--- config.mk ---
export PLATFORM = sky130hd
export DESIGN_NAME = if_pd_skid_seg
export DESIGN_NICKNAME = d
export VERILOG_FILES = /design/src/rtl/if_pd_skid_seg.sv
export SDC_FILE = /design/constraint.sdc
export NUM_CORES = 1
export LEC_CHECK = 0
export CORE_ASPECT_RATIO = 1.2
export CORE_MARGIN = 10
export CORE_UTILIZATION = 54
export DETAILED_ROUTE_END_ITERATION = 12
export PLACE_DENSITY = 0.85
export SETUP_SLACK_MARGIN = 0.15
export SLEW_MARGIN = 15
export SYNTH_ARGS = -nofsm -noshare
export SYNTH_HDL_FRONTEND = slang
export SYNTH_SLANG_ARGS = --single-unit
--- constraint.sdc ---
create_clock -name clk -period 33.6 [get_ports clk]
set_clock_uncertainty 0.1 [all_clocks]
set_input_delay 8.4 -clock clk [delete_from_list [all_inputs] [get_ports clk]]
set_output_delay 8.4 -clock clk [all_outputs]
set_load 0.02 [all_outputs]
--- src/rtl/if_pd_skid_seg.sv ---
// Elastic IF->PD pipeline segment: a DEPTH-entry circular buffer of fetched
// instructions with valid/ready on both sides and an internally derived delay-slot flag.
module if_pd_skid_seg #(
  parameter int          DEPTH  = 2,
  parameter int          DW     = 48,
  parameter logic [31:0] PC_INC = 32'd8
) (
  input  logic                         clk,
  input  logic                         resetn,
  input  logic                         flush,
  input  logic                         in_valid,
  output logic                         in_ready,
  input  logic [31:0]                  in_pc,
  input  logic                         in_addr_error,
  input  logic                         in_branch,
  input  logic [DW-1:0]                in_data,
  output logic                         out_valid,
  input  logic                         out_ready,
  output logic [31:0]                  out_pc,
  output logic [31:0]                  out_pc_8,
  output logic                         out_bd,
  output logic                         out_addr_error,
  output logic [DW-1:0]                out_data,
  output logic [$clog2(DEPTH+1)-1:0]   count
);

  localparam int CW = $clog2(DEPTH + 1);
  localparam int PW = (DEPTH > 1) ? $clog2(DEPTH) : 1;

  logic [31:0]   mem_pc   [DEPTH];
  logic [31:0]   mem_pc8  [DEPTH];
  logic          mem_bd   [DEPTH];
  logic          mem_ae   [DEPTH];
  logic [DW-1:0] mem_data [DEPTH];

  logic [PW-1:0] rd_ptr;
  logic [PW-1:0] wr_ptr;
  logic [CW-1:0] cnt_q;
  logic          last_branch;
  logic          push;
  logic          pop;

  // Handshake: a transfer happens on a side when valid & ready are both high at
  // the rising edge. in_ready depends only on registered occupancy, so a full
  // buffer refuses input even while PD pops in the same cycle.
  assign in_ready  = (cnt_q < CW'(DEPTH));
  assign out_valid = (cnt_q != '0);
  assign push      = in_valid & in_ready;
  assign pop       = out_valid & out_ready;
  assign count     = cnt_q;

  function automatic logic [PW-1:0] ptr_next(input logic [PW-1:0] p);
    if (p == PW'(DEPTH - 1)) return '0;
    else                     return p + PW'(1);
  endfunction

  always_ff @(posedge clk) begin
    if (!resetn) begin
      cnt_q       <= '0;
      rd_ptr      <= '0;
      wr_ptr      <= '0;
      last_branch <= 1'b0;
    end else if (flush) begin
      cnt_q       <= '0;
      rd_ptr      <= '0;
      wr_ptr      <= '0;
      last_branch <= 1'b0;
    end else begin
      if (push) begin
        wr_ptr      <= ptr_next(wr_ptr);
        last_branch <= in_branch;
      end
      if (pop) begin
        rd_ptr <= ptr_next(rd_ptr);
      end
      case ({push, pop})
        2'b10:   cnt_q <= cnt_q + CW'(1);
        2'b01:   cnt_q <= cnt_q - CW'(1);
        default: cnt_q <= cnt_q;
      endcase
    end
  end

  // Payload storage needs no reset: it is only observed while out_valid is high.
  always_ff @(posedge clk) begin
    if (resetn && !flush && push) begin
      mem_pc[wr_ptr]   <= in_pc;
      mem_pc8[wr_ptr]  <= in_pc + PC_INC;
      mem_bd[wr_ptr]   <= last_branch;
      mem_ae[wr_ptr]   <= in_addr_error;
      mem_data[wr_ptr] <= in_data;
    end
  end

  always_comb begin
    out_pc         = '0;
    out_pc_8       = '0;
    out_bd         = 1'b0;
    out_addr_error = 1'b0;
    out_data       = '0;
    if (out_valid) begin
      out_pc         = mem_pc[rd_ptr];
      out_pc_8       = mem_pc8[rd_ptr];
      out_bd         = mem_bd[rd_ptr];
      out_addr_error = mem_ae[rd_ptr];
      out_data       = mem_data[rd_ptr];
    end
  end

endmodule

# [Word level (Yosys, flattened, before mapping)]
# Memory sizes are Yosys's and may differ from the RTL's. A register that Yosys moved wholly into a read port is not among the register bits.
# Cells that the tools add are included.
[totals] reg_bits=5 ramBits=228 in_bits=87 out_inout_bits=118 wordCells=46 n_memories=5
[op_classes] add_sub_neg=5 magnitude_cmp=1 n_eq_ne=2 mux=20 bitwise_logic=3 n_reduce_logical=6
[memory_table] name="mem_data" depth=2 width=48 read_ports=1 rd_clocked_by_memory_dff=1 write_ports=1 line_no="34" text="logic [DW-1:0] mem_data [DEPTH];"
[memory_table] name="mem_pc" depth=2 width=32 read_ports=1 rd_clocked_by_memory_dff=1 write_ports=1 line_no="30" text="logic [31:0] mem_pc [DEPTH];"
[memory_table] name="mem_pc8" depth=2 width=32 read_ports=1 rd_clocked_by_memory_dff=1 write_ports=1 line_no="31" text="logic [31:0] mem_pc8 [DEPTH];"
[memory_table] name="mem_ae" depth=2 width=1 read_ports=1 rd_clocked_by_memory_dff=1 write_ports=1 line_no="33" text="logic mem_ae [DEPTH];"
[memory_table] name="mem_bd" depth=2 width=1 read_ports=1 rd_clocked_by_memory_dff=1 write_ports=1 line_no="32" text="logic mem_bd [DEPTH];"
[op_table] op="two-way mux 32 bit" count=2
[op_table] op="two-way mux 48 bit" count=1
[op_table] op="adder 32 x 4 -> 32 bit, second input constant" count=1
[op_table] op="two-way mux 1 bit" count=16
[op_table] op="case mux 2 bit (2 select lines)" count=1
[op_table] op="nonzero test 2 bit" count=2
[op_table] op="adder 1 bit, second input constant" count=2
[op_table] op="adder 2 x 1 -> 2 bit, second input constant" count=1
[op_table] op="AND 1 bit" count=2
[op_table] op="== test 2 x 1 -> 1 bit, second input constant" count=1
[op_table] op="== test 2 bit, second input constant" count=1
[op_table] op="logical AND 1 bit" count=2
[op_table] op="< comparator 2 bit, second input constant" count=1
[op_table] op="OR reduction 2 bit" count=1
[op_table] op="subtractor 2 x 1 -> 2 bit, second input constant" count=1
[op_table] op="zero test 1 bit" count=1
[op_table] op="NOT 1 bit" count=1

# [Longest topological paths before layout]
# Gate-level depths: netlist of the first run.
[depth] ltp_word=5 ltp_mapped=7 ltp_nobuf=7

# [Least setup slack after synthesis of the first run]
# Ideal clock, no wire load.
[synth_timing] path_type="input port to flip-flop" start="input in_valid" end="memory mem_ae[0], enable pin" setup_ps=717 arrival_ps=16291 required_ps=32783 path_slack_ps=16492 cell_stages=3 path_buffers=0 path_cell_list="nor2b_1 -> inv_1 -> nor3_1"
[synth_between] elab_chain_cells=4
[synth_rtl] element="start, declared" line_no="11" text="input logic in_valid,"
[synth_rtl] element="AND 1 bit" line_no="48" text="assign push = in_valid & in_ready;"
[synth_rtl] element="logical AND 1 bit" line_no="86" text="if (resetn && !flush && push) begin"
[synth_rtl] element="two-way mux 1 bit" line_no="86"
[synth_rtl] element="two-way mux 1 bit (implied by the code)" line_no="90" text="mem_ae[wr_ptr] <= in_addr_error;"
[synth_rtl] element="end, declared" line_no="33"
# Every way passes these cells.

==> results of run 1 <==
[critical path, stage by stage (launching register included)]
cell             delay (ps)
dfxtp_4                 950
buf_4                   880
mux2i_1                 220
nor2_1                  160
clkdlybuf4s50_1         630
[stage by stage]
step | setup WS [ps] | hold WS (ps) | utilization [%]
floorplan | 16490 | 325 | -
global placement | 22150 | 334 | 68.2
detailed placement | 22140 | 356 | 68.2
CTS | 21610 | 371 | 72.2
global route | 21510 | 391 | 72.2
finish | 21680 | 368 | 72.2
[layout by cell type (no fill, tap or decap), drive strengths merged, types with 2 or more instances in the layout]
master / count
edfxtp: 222
clkdlybuf4s50: 204
nor2: 121
mux2i: 111
clkbuf: 29
xor2: 19
nor3: 13
xnor2: 12
inv: 10
nand3: 10
nand2: 9
nand4: 7
buf: 6
dfxtp: 6
clkinv: 4
and4: 4
nor4: 3
a21oi: 2
ha: 2
bufinv: 2
and3: 2
[Yosys cell counts]
master    count  area, µm²
nor4_2        3       37.5
clkbuf_1     14       52.6
ha_1          2       25.0
nand3_4       2       35.0
nand3_1       8       40.0
nor3_1        5       25.0
edfxtp_1    222       6670
and4_2        1       10.0
and3_1        1       6.26
nor2b_1       1       6.26
nand4_4       2       42.5
mux2i_1     111       1110
buf_2        12       60.1
nand4_1       4       25.0
or3_1         1       6.26
and4_1        2       17.5
clkbuf_2      1       5.00
xnor2_1      12        105
nand2_1       9       33.8
buf_6         1       11.3
and2_1        1       6.26
nand2b_1      1       6.26
nor3_2        8       80.1
o21ai_0       1       5.00
buf_4         4       30.0
and4_4        1       11.3
xor2_1       19        166
inv_1         9       33.8
nor2_1      121        454
a21oi_1       2       10.0
and3_2        1       7.51
dfxtp_1       6        120
nand4_2       1       12.5
[worst paths after layout]
check | endpoint | cells after the start | startpoint | slack, ps
setup / recovery | out_data[5] | 4 | register | 21680
hold / removal | mem_bd[1] | 0 | last_branch | 370
setup reg to reg | count[1] | 6 | count[1] | 30860
hold reg to reg | mem_bd[1] | 0 | last_branch | 370
[routing by layer]
metal	track usage [%]	wire length, µm	vias to the layer above
met5	0	0	-
met3	3.83	1370	37
li1	-	-	2552
met1	20.3	7980	2663
met4	5.59	481	0
met2	30.3	10800	211
[power breakdown]
part	internal (µW)	switching [µW]
combinational	28.5	33.4
sequential	319	2.43
clock	140	96.3
total	487	132
[cell type report]
cell class                 count  area [µm²]  share of cell area [%]
sequential                   228        6790                    55.8
multi-input combinational    320        2300                    18.9
timing repair buffer         210        2090                    17.1
clock buffer                  29         598                    4.91
tap                          216         270                    2.22
clock inverter                 7        83.8                   0.689
inverter                       9        33.8                   0.278
antenna                        1        2.50                  0.0206
[registers in the layout, indices dropped and copies added, names as in the netlist, named ones only]
name / count
count: 2
last_branch: 1
mem_ae: 2
mem_bd: 2
mem_data: 96
mem_pc: 64
mem_pc8: 58
rd_ptr: 1
wr_ptr: 1
[cell families (layout without fill, tap and decap cells)]
group,count (synthesis),count (layout),synth area share (%)
adders and majority gates,2,2,0.270
and+or+nand+nor,173,173,9.32
xor gates and xnor gates,31,31,2.93
DFF,228,228,73.2
buffers and inverters,41,255,2.08
other,0,1,0
muxes,111,111,12.0
AOI/OAI and AO/OA,3,3,0.162
==> results.sh, run 1 <==
export IMPL_status="finished, final reports clean"
export IMPL_setup_viol=0
export IMPL_grt_max_degree=66
export IMPL_vias=5463
export IMPL_final_max_slew_viol_count=0
export IMPL_insertion_delay_ps=490
export IMPL_criticalPathCategory="register to output pin"
export IMPL_setup_tns_ps=0
export IMPL_grt_pass1_wl_um=31500
export IMPL_maxSlewHeadroom_pct=25.2
export IMPL_max_cap_violations=0
export IMPL_hpwl_um=14100
export IMPL_cts_buffer_depth=3
export IMPL_endpoint_kind="output pin"
export IMPL_cp_start_kind="register"
export IMPL_syn_to_final_growth_pct=31.3
export IMPL_design_area_mm2=0.0122
export IMPL_finalCritPeriodShare_pct=35.5
export IMPL_drc=0
export IMPL_drtPass1Iterations=4
export IMPL_total_power_uw=619
export IMPL_ant_nets=0
export IMPL_first_global_vias=5721
export IMPL_post_cts_setup_buffers=0
export IMPL_synth_seq_cells=228
export IMPL_tightest_slew_ps=1120
export IMPL_synth_fp_nets=678
export IMPL_fin_cells=1020
export IMPL_numCtsBuffers=22
export IMPL_rsz0062_at_grt="no"
export IMPL_ys_warn_count=0
export IMPL_initial_core_util_pct=55.0
export IMPL_core_mm2=0.0169
export IMPL_htree_levels=1
export IMPL_rows=52
export IMPL_synth_cell_type_count=33
export IMPL_min_path_type="register to register"
export IMPL_placed_cells_incl_taps=983
export IMPL_path_max_fanout=59
export IMPL_period_needed_ps=11920
export IMPL_clock_sinks=228
export IMPL_seq_area_frac_synth_pct=73.2
export IMPL_die_w_um=140
export IMPL_postCtsHoldBufs=0
export IMPL_finalHoldViolCount=0
export IMPL_drive_above_1_share_pct=6.85
export IMPL_syn_area_mm2=0.00927
export IMPL_clockRootBuffer="clkbuf_16"
export IMPL_grt_total_usage_pct=17.1
export IMPL_wl_per_cell_um=20.3
export IMPL_ios=205
export IMPL_peakVddDrop_mv=0.0461
export IMPL_grt_antenna_before_repair=1
export IMPL_critPathRequiredTime_ps=25100
export IMPL_place_congestion=0.834
export IMPL_grt_overflow=0
export IMPL_num_nets_final=880
export IMPL_syn_instance_count=589
export IMPL_avgSynthCellArea_um2=15.7
export IMPL_p_leak_uw=0.00384
export IMPL_cts_repair_resized=0
export IMPL_fillers=1033
export IMPL_clkTransAtPathRegs_ps=60
export IMPL_drt_wl_total_um=20700
export IMPL_dieArea_mm2=0.0228
export IMPL_die_h_um=163
export IMPL_cp_arrival_ps=3420
export IMPL_dpl_cell_area_mm2=0.0115
export IMPL_via_per_inst=5.36
export IMPL_power_density_mw_per_mm2=50.9
export IMPL_port_buffers=204
export IMPL_timing_fmax_ghz=0.0839
export IMPL_tritoncts="built"
export IMPL_drt_iter0_drc=315
No activity file was read; power rests on OpenSTA's default activity.
==> run 2, diff against run 1 <==
CORE_UTILIZATION = 51   (was 54)
PLACE_DENSITY = 0.81   (was 0.85)
clock period = 12.3 ns   (was 33.6 ns; I/O delays follow)
==> run 2 against run 1 <==
Worst setup slack got worse by 16000 ps. Critical path type unchanged. Clock power increased to 2.6 times the previous value. Combinational power increased to 2.7 times the previous value. Largest cell class unchanged. Critical endpoint is now out_pc[3]. Power increased to 2.7 times the previous value. Register-to-register slack got worse by 22000 ps. Non-clock buffer count unchanged. Wire length decreased by 1.5%. Sequential power increased to 2.7 times the previous value. Largest power group unchanged.
==> results.sh, run 2 (same netlist as run 1, synthesis figures left out) <==
export IMPL_drive_above_1_share_pct=6.82
export IMPL_numCtsBuffers=22
export IMPL_route_met3_wl_um=1570
export IMPL_tritoncts="built"
export IMPL_combPwrFrac_pct=10.2
export IMPL_grt_total_usage_pct=16.3
export IMPL_rsz0062_at_grt="no"
export IMPL_maxSlewHeadroom_pct=22.0
export IMPL_mostFrequentLayoutCell="edfxtp_1"
export IMPL_cp_arrival_ps=3430
export IMPL_grt_pass1_wl_um=31100
export IMPL_swShare_pct=21.9
export IMPL_die_h_um=168
export IMPL_finalHoldViolCount=0
export IMPL_grt_max_degree=79
export IMPL_hpwl_um=14000
export IMPL_met1Wirelength_um=7880
export IMPL_clkTransAtPathRegs_ps=60
export IMPL_setup_tns_ps=0
export IMPL_top_regs="mem_data (96), mem_pc (64), mem_pc8 (58)"
export IMPL_first_global_vias=5740
export IMPL_via_per_inst=5.24
export IMPL_clockRootBuffer="clkbuf_16"
export IMPL_final_core_util_pct=68.5
export IMPL_ant_nets=0
export IMPL_pwr_share_seq_pct=53.2
export IMPL_min_path_type="register to register"
export IMPL_ios=205
export IMPL_timing_fmax_ghz=0.151
export IMPL_cp_start_kind="register"
export IMPL_power_switching_uw=361
export IMPL_path_max_fanout=67
export IMPL_dieArea_mm2=0.0240
export IMPL_finalCritPeriodShare_pct=53.7
export IMPL_peakVddDrop_mv=0.113
export IMPL_drc=0
export IMPL_place_congestion=0.787
export IMPL_post_cts_setup_buffers=0
export IMPL_total_power_uw=1650
export IMPL_met2_length_um=10500
export IMPL_drt_iter0_drc=234
export IMPL_endpoint_kind="output pin"
export IMPL_final_max_slew_viol_count=0
export IMPL_drt_wl_total_um=20400
export IMPL_clock_sinks=228
export IMPL_vias=5381
export IMPL_rows=53
export IMPL_syn_to_final_growth_pct=30.9
export IMPL_criticalPathCategory="register to output pin"
export IMPL_critPathRequiredTime_ps=9120
export IMPL_cts_buffer_depth=3
export IMPL_insertion_delay_ps=490
export IMPL_tightest_slew_ps=1170
export IMPL_setup_viol=0
export IMPL_power_density_mw_per_mm2=136
export IMPL_regMostFlops="mem_data"
export IMPL_grt_overflow=0
export IMPL_layout_common_cells="222 x edfxtp_1, 204 x clkdlybuf4s50_1, 120 x nor2_1, 111 x mux2i_1, 23 x clkbuf_16"
export IMPL_die_w_um=143
export IMPL_p_leak_uw=0.00382
export IMPL_cts_repair_resized=0
export IMPL_largest_register_ffs=96
export IMPL_period_needed_ps=6600
export IMPL_num_nets_final=880
export IMPL_top_layer_used="met4"
export IMPL_port_buffers=204
export IMPL_clockPowerShare_pct=36.7
export IMPL_initial_core_util_pct=52.3
export IMPL_grt_antenna_before_repair=1
export IMPL_max_cap_violations=0
export IMPL_fillers=1193
export IMPL_wl_per_cell_um=19.8
export IMPL_core_mm2=0.0177
export IMPL_htree_levels=1
export IMPL_internal_power_uw=1290
export IMPL_status="finished, final reports clean"
export IMPL_postCtsHoldBufs=0
export IMPL_drtPass1Iterations=5
run 2: changes by cell type in the layout (fill, tap and decap cells not counted):
cell / before / now
bufinv_16: 2 / 0
clkbuf_1: 6 / 7
clkinv_1: 4 / 6
clkinv_2: 0 / 3
inv_6: 1 / 0
run 2: layout make-up:
class,instances,area [µm²],share of cell area (%)
antenna,1,2.50,0.0206
clock buffer,30,602,4.96
clock inverter,9,37.5,0.309
inverter,9,33.8,0.278
multi-input combinational,320,2300,19.0
sequential,228,6790,56.0
tap,220,275,2.27
timing repair buffer,210,2090,17.2
run 2: metrics by stage:
step | hold slack [ps] | worst slack (ps) | instance area (µm²) | instances
3_5_place_dp | 352 | 6180 | 11500 | 987
6_report | 361 | 5700 | 12100 | 1027
3_3_place_gp | 335 | 6230 | 11500 | 987
2_1_floorplan | 325 | 517 | 9270 | 589
5_1_grt | 389 | 5510 | 12100 | 1027
4_1_cts | 364 | 5650 | 12100 | 1026
run 2: power groups by stage:
stage | sequential (µW) | clock [µW] | combinational [µW]
floorplan | 894 | 0 | 77.9
finish | 877 | 604 | 168
detailed placement | 894 | 0 | 169
global route | 878 | 652 | 179
global placement | 893 | 0 | 165
CTS | 877 | 617 | 170
run 2: metal layers:
| metal | up-vias | track usage [%] |
|---|---|---|
| met1 | 2605 | 18.7 |
| met4 | 0 | 4.54 |
| met3 | 28 | 4.27 |
| met5 | - | 0 |
| li1 | 2559 | - |
| met2 | 189 | 29.1 |
run 2: critical path, cell delays in order (launching register included):
cell	delay [ps]
dfxtp_4	1110
buf_4	770
mux2i_1	190
nor2_1	130
clkdlybuf4s50_1	640
run 2: path summary, 6_finish.rpt:
path               start        end  slack (ps)  cells past startpoint
max             register  out_pc[3]        5700                      4
min          last_branch  mem_bd[0]         360                      0
max reg2reg     count[1]   count[1]        9060                      7
min reg2reg  last_branch  mem_bd[0]         360                      0
==> run 3, diff against run 2 <==
CORE_UTILIZATION = 46   (was 51)
PLACE_DENSITY = 0.77   (was 0.81)
clock period = 5.9 ns   (was 12.3 ns; I/O delays follow)
==> run 3 against run 2 <==
Flip-flop and latch count unchanged. Critical path type unchanged. Die area up 9.4%. Critical path depth unchanged. First-iteration DRC count increased by 37%. Non-clock buffer count rose by 3.
==> results.sh, run 3 (same netlist as run 1, synthesis figures left out) <==
export IMPL_multi_input_area_mm2=0.00232
export IMPL_layout_setup_ws_ps=1470
export IMPL_ios=205
export IMPL_wl_per_cell_um=19.7
export IMPL_pwr_share_seq_pct=52.2
export IMPL_grt_antenna_before_repair=0
export IMPL_regMostFlops="mem_data"
export IMPL_dieArea_mm2=0.0262
export IMPL_postCtsHoldBufs=0
export IMPL_tightest_slew_ps=673
export IMPL_period_needed_ps=4430
export IMPL_cts_repair_resized=0
export IMPL_fillers=1431
export IMPL_grt_total_usage_pct=15.4
export IMPL_layout_common_cells="222 x edfxtp_1, 204 x clkdlybuf4s50_1, 120 x nor2_1, 111 x mux2i_1, 23 x clkbuf_16"
export IMPL_largest_register_ffs=96
export IMPL_finalCritPeriodShare_pct=75.1
export IMPL_criticalPathCategory="register to output pin"
export IMPL_peakVddDrop_mv=0.291
export IMPL_power_switching_uw=793
export IMPL_mostFrequentLayoutCell="edfxtp_1"
export IMPL_vias=5495
export IMPL_design_area_mm2=0.0123
export IMPL_status="finished, final reports clean"
export IMPL_clkTransAtPathRegs_ps=60
export IMPL_internal_power_uw=2700
export IMPL_path_max_fanout=38
export IMPL_cts_buffer_depth=3
export IMPL_syn_to_final_growth_pct=32.6
export IMPL_post_cts_setup_buffers=0
export IMPL_setup_viol=0
export IMPL_htree_levels=1
export IMPL_tritoncts="built"
export IMPL_hpwl_um=14900
export IMPL_cp_start_kind="register"
export IMPL_combPwrFrac_pct=10.2
export IMPL_finalHoldViolCount=0
export IMPL_grt_overflow=0
export IMPL_via_per_inst=5.13
export IMPL_regArea_mm2=0.00679
export IMPL_max_cap_violations=0
export IMPL_drc=0
export IMPL_place_congestion=0.785
export IMPL_top_regs="mem_data (96), mem_pc (64), mem_pc8 (58)"
export IMPL_grt_pass1_wl_um=32100
export IMPL_drtPass1Iterations=4
export IMPL_dp_slack_ps=1930
export IMPL_rsz0062_at_grt="no"
export IMPL_dpl_cell_area_mm2=0.0116
export IMPL_min_path_type="register to register"
export IMPL_drt_iter0_drc=320
export IMPL_power_density_mw_per_mm2=284
export IMPL_die_w_um=150
export IMPL_drive_above_1_share_pct=8.15
export IMPL_clock_sinks=228
export IMPL_drt_wl_total_um=21100
export IMPL_port_buffers=204
export IMPL_first_global_vias=5742
export IMPL_cp_arrival_ps=2860
export IMPL_numCtsBuffers=22
export IMPL_clockRootBuffer="clkbuf_16"
export IMPL_antenna_cells=0
export IMPL_p_leak_uw=0.00387
export IMPL_swShare_pct=22.7
export IMPL_placed_cells_incl_taps=1031
export IMPL_maxSlewHeadroom_pct=55.1
export IMPL_clockPowerShare_pct=37.5
export IMPL_endpoint_kind="output pin"
export IMPL_ant_nets=0
export IMPL_critPathRequiredTime_ps=4320
export IMPL_num_nets_final=883
export IMPL_timing_fmax_ghz=0.226
export IMPL_core_mm2=0.0197
export IMPL_grt_max_degree=77
export IMPL_insertion_delay_ps=490
export IMPL_fin_cells=1071
export IMPL_final_max_slew_viol_count=0
export IMPL_die_h_um=175
export IMPL_rows=56
export IMPL_initial_core_util_pct=47.1
-- run 3: cell count changes in the layout (fill, tap and decap cells not counted), moves of 2 or more --
cell      previous run  this run
nor3_4               0         2
clkinv_4             0         4
nor3_2              10         8
inv_6                0         3
buf_12               0         2
clkbuf_1             7         2
clkinv_1             6         4
-- run 3: layout make-up --
type,instances,share of cell area (%)
Timing Repair Buffer,213,17.4
Tap cell,261,2.66
Inverter,9,0.275
Sequential cell,228,55.3
Clock inverter,15,0.835
Clock buffer,25,4.75
Multi-Input combinational cell,320,18.8
-- run 3: metrics by stage --
step	power (µW)	util, %	TNS [ps]	hold WS [ps]
floorplan	2020	-	-185610	325
global placement	2210	58.9	0	331
detailed placement	2220	58.9	0	341
CTS	3530	62.4	0	356
global route	3620	62.4	0	386
finish	3490	62.4	0	355
-- run 3: worst paths after layout --
check                    end         from  slack, ps  cells past startpoint
setup / recovery  out_pc[27]     register       1470                      4
hold / removal     mem_bd[1]  last_branch        360                      0
setup reg to reg    count[1]     count[1]       3610                      7
hold reg to reg    mem_bd[1]  last_branch        360                      0
-- run 3: worst max-delay path: stages (launching register included) --
cell             delay (ps)
dfxtp_4                 770
buf_4                   580
mux2i_1                 160
nor2_1                  140
clkdlybuf4s50_1         660
-- run 3: power groups by stage --
stage               registers, µW  clock network, µW  logic (µW)
floorplan                    1860                  0         163
global placement             1860                  0         352
detailed placement           1860                  0         361
CTS                          1830               1340         362
global route                 1830               1410         382
finish                       1830               1310         358
-- run 3: routing by layer --
layer	wire length, µm	vias to the layer above	share of wire, %	track usage (%)
met4	379	0	1.8	3.93
met3	1740	26	8.3	3.63
li1	-	2565	-	-
met5	0	-	0	0
met1	8400	2699	40	19.2
met2	10600	205	50	26.3
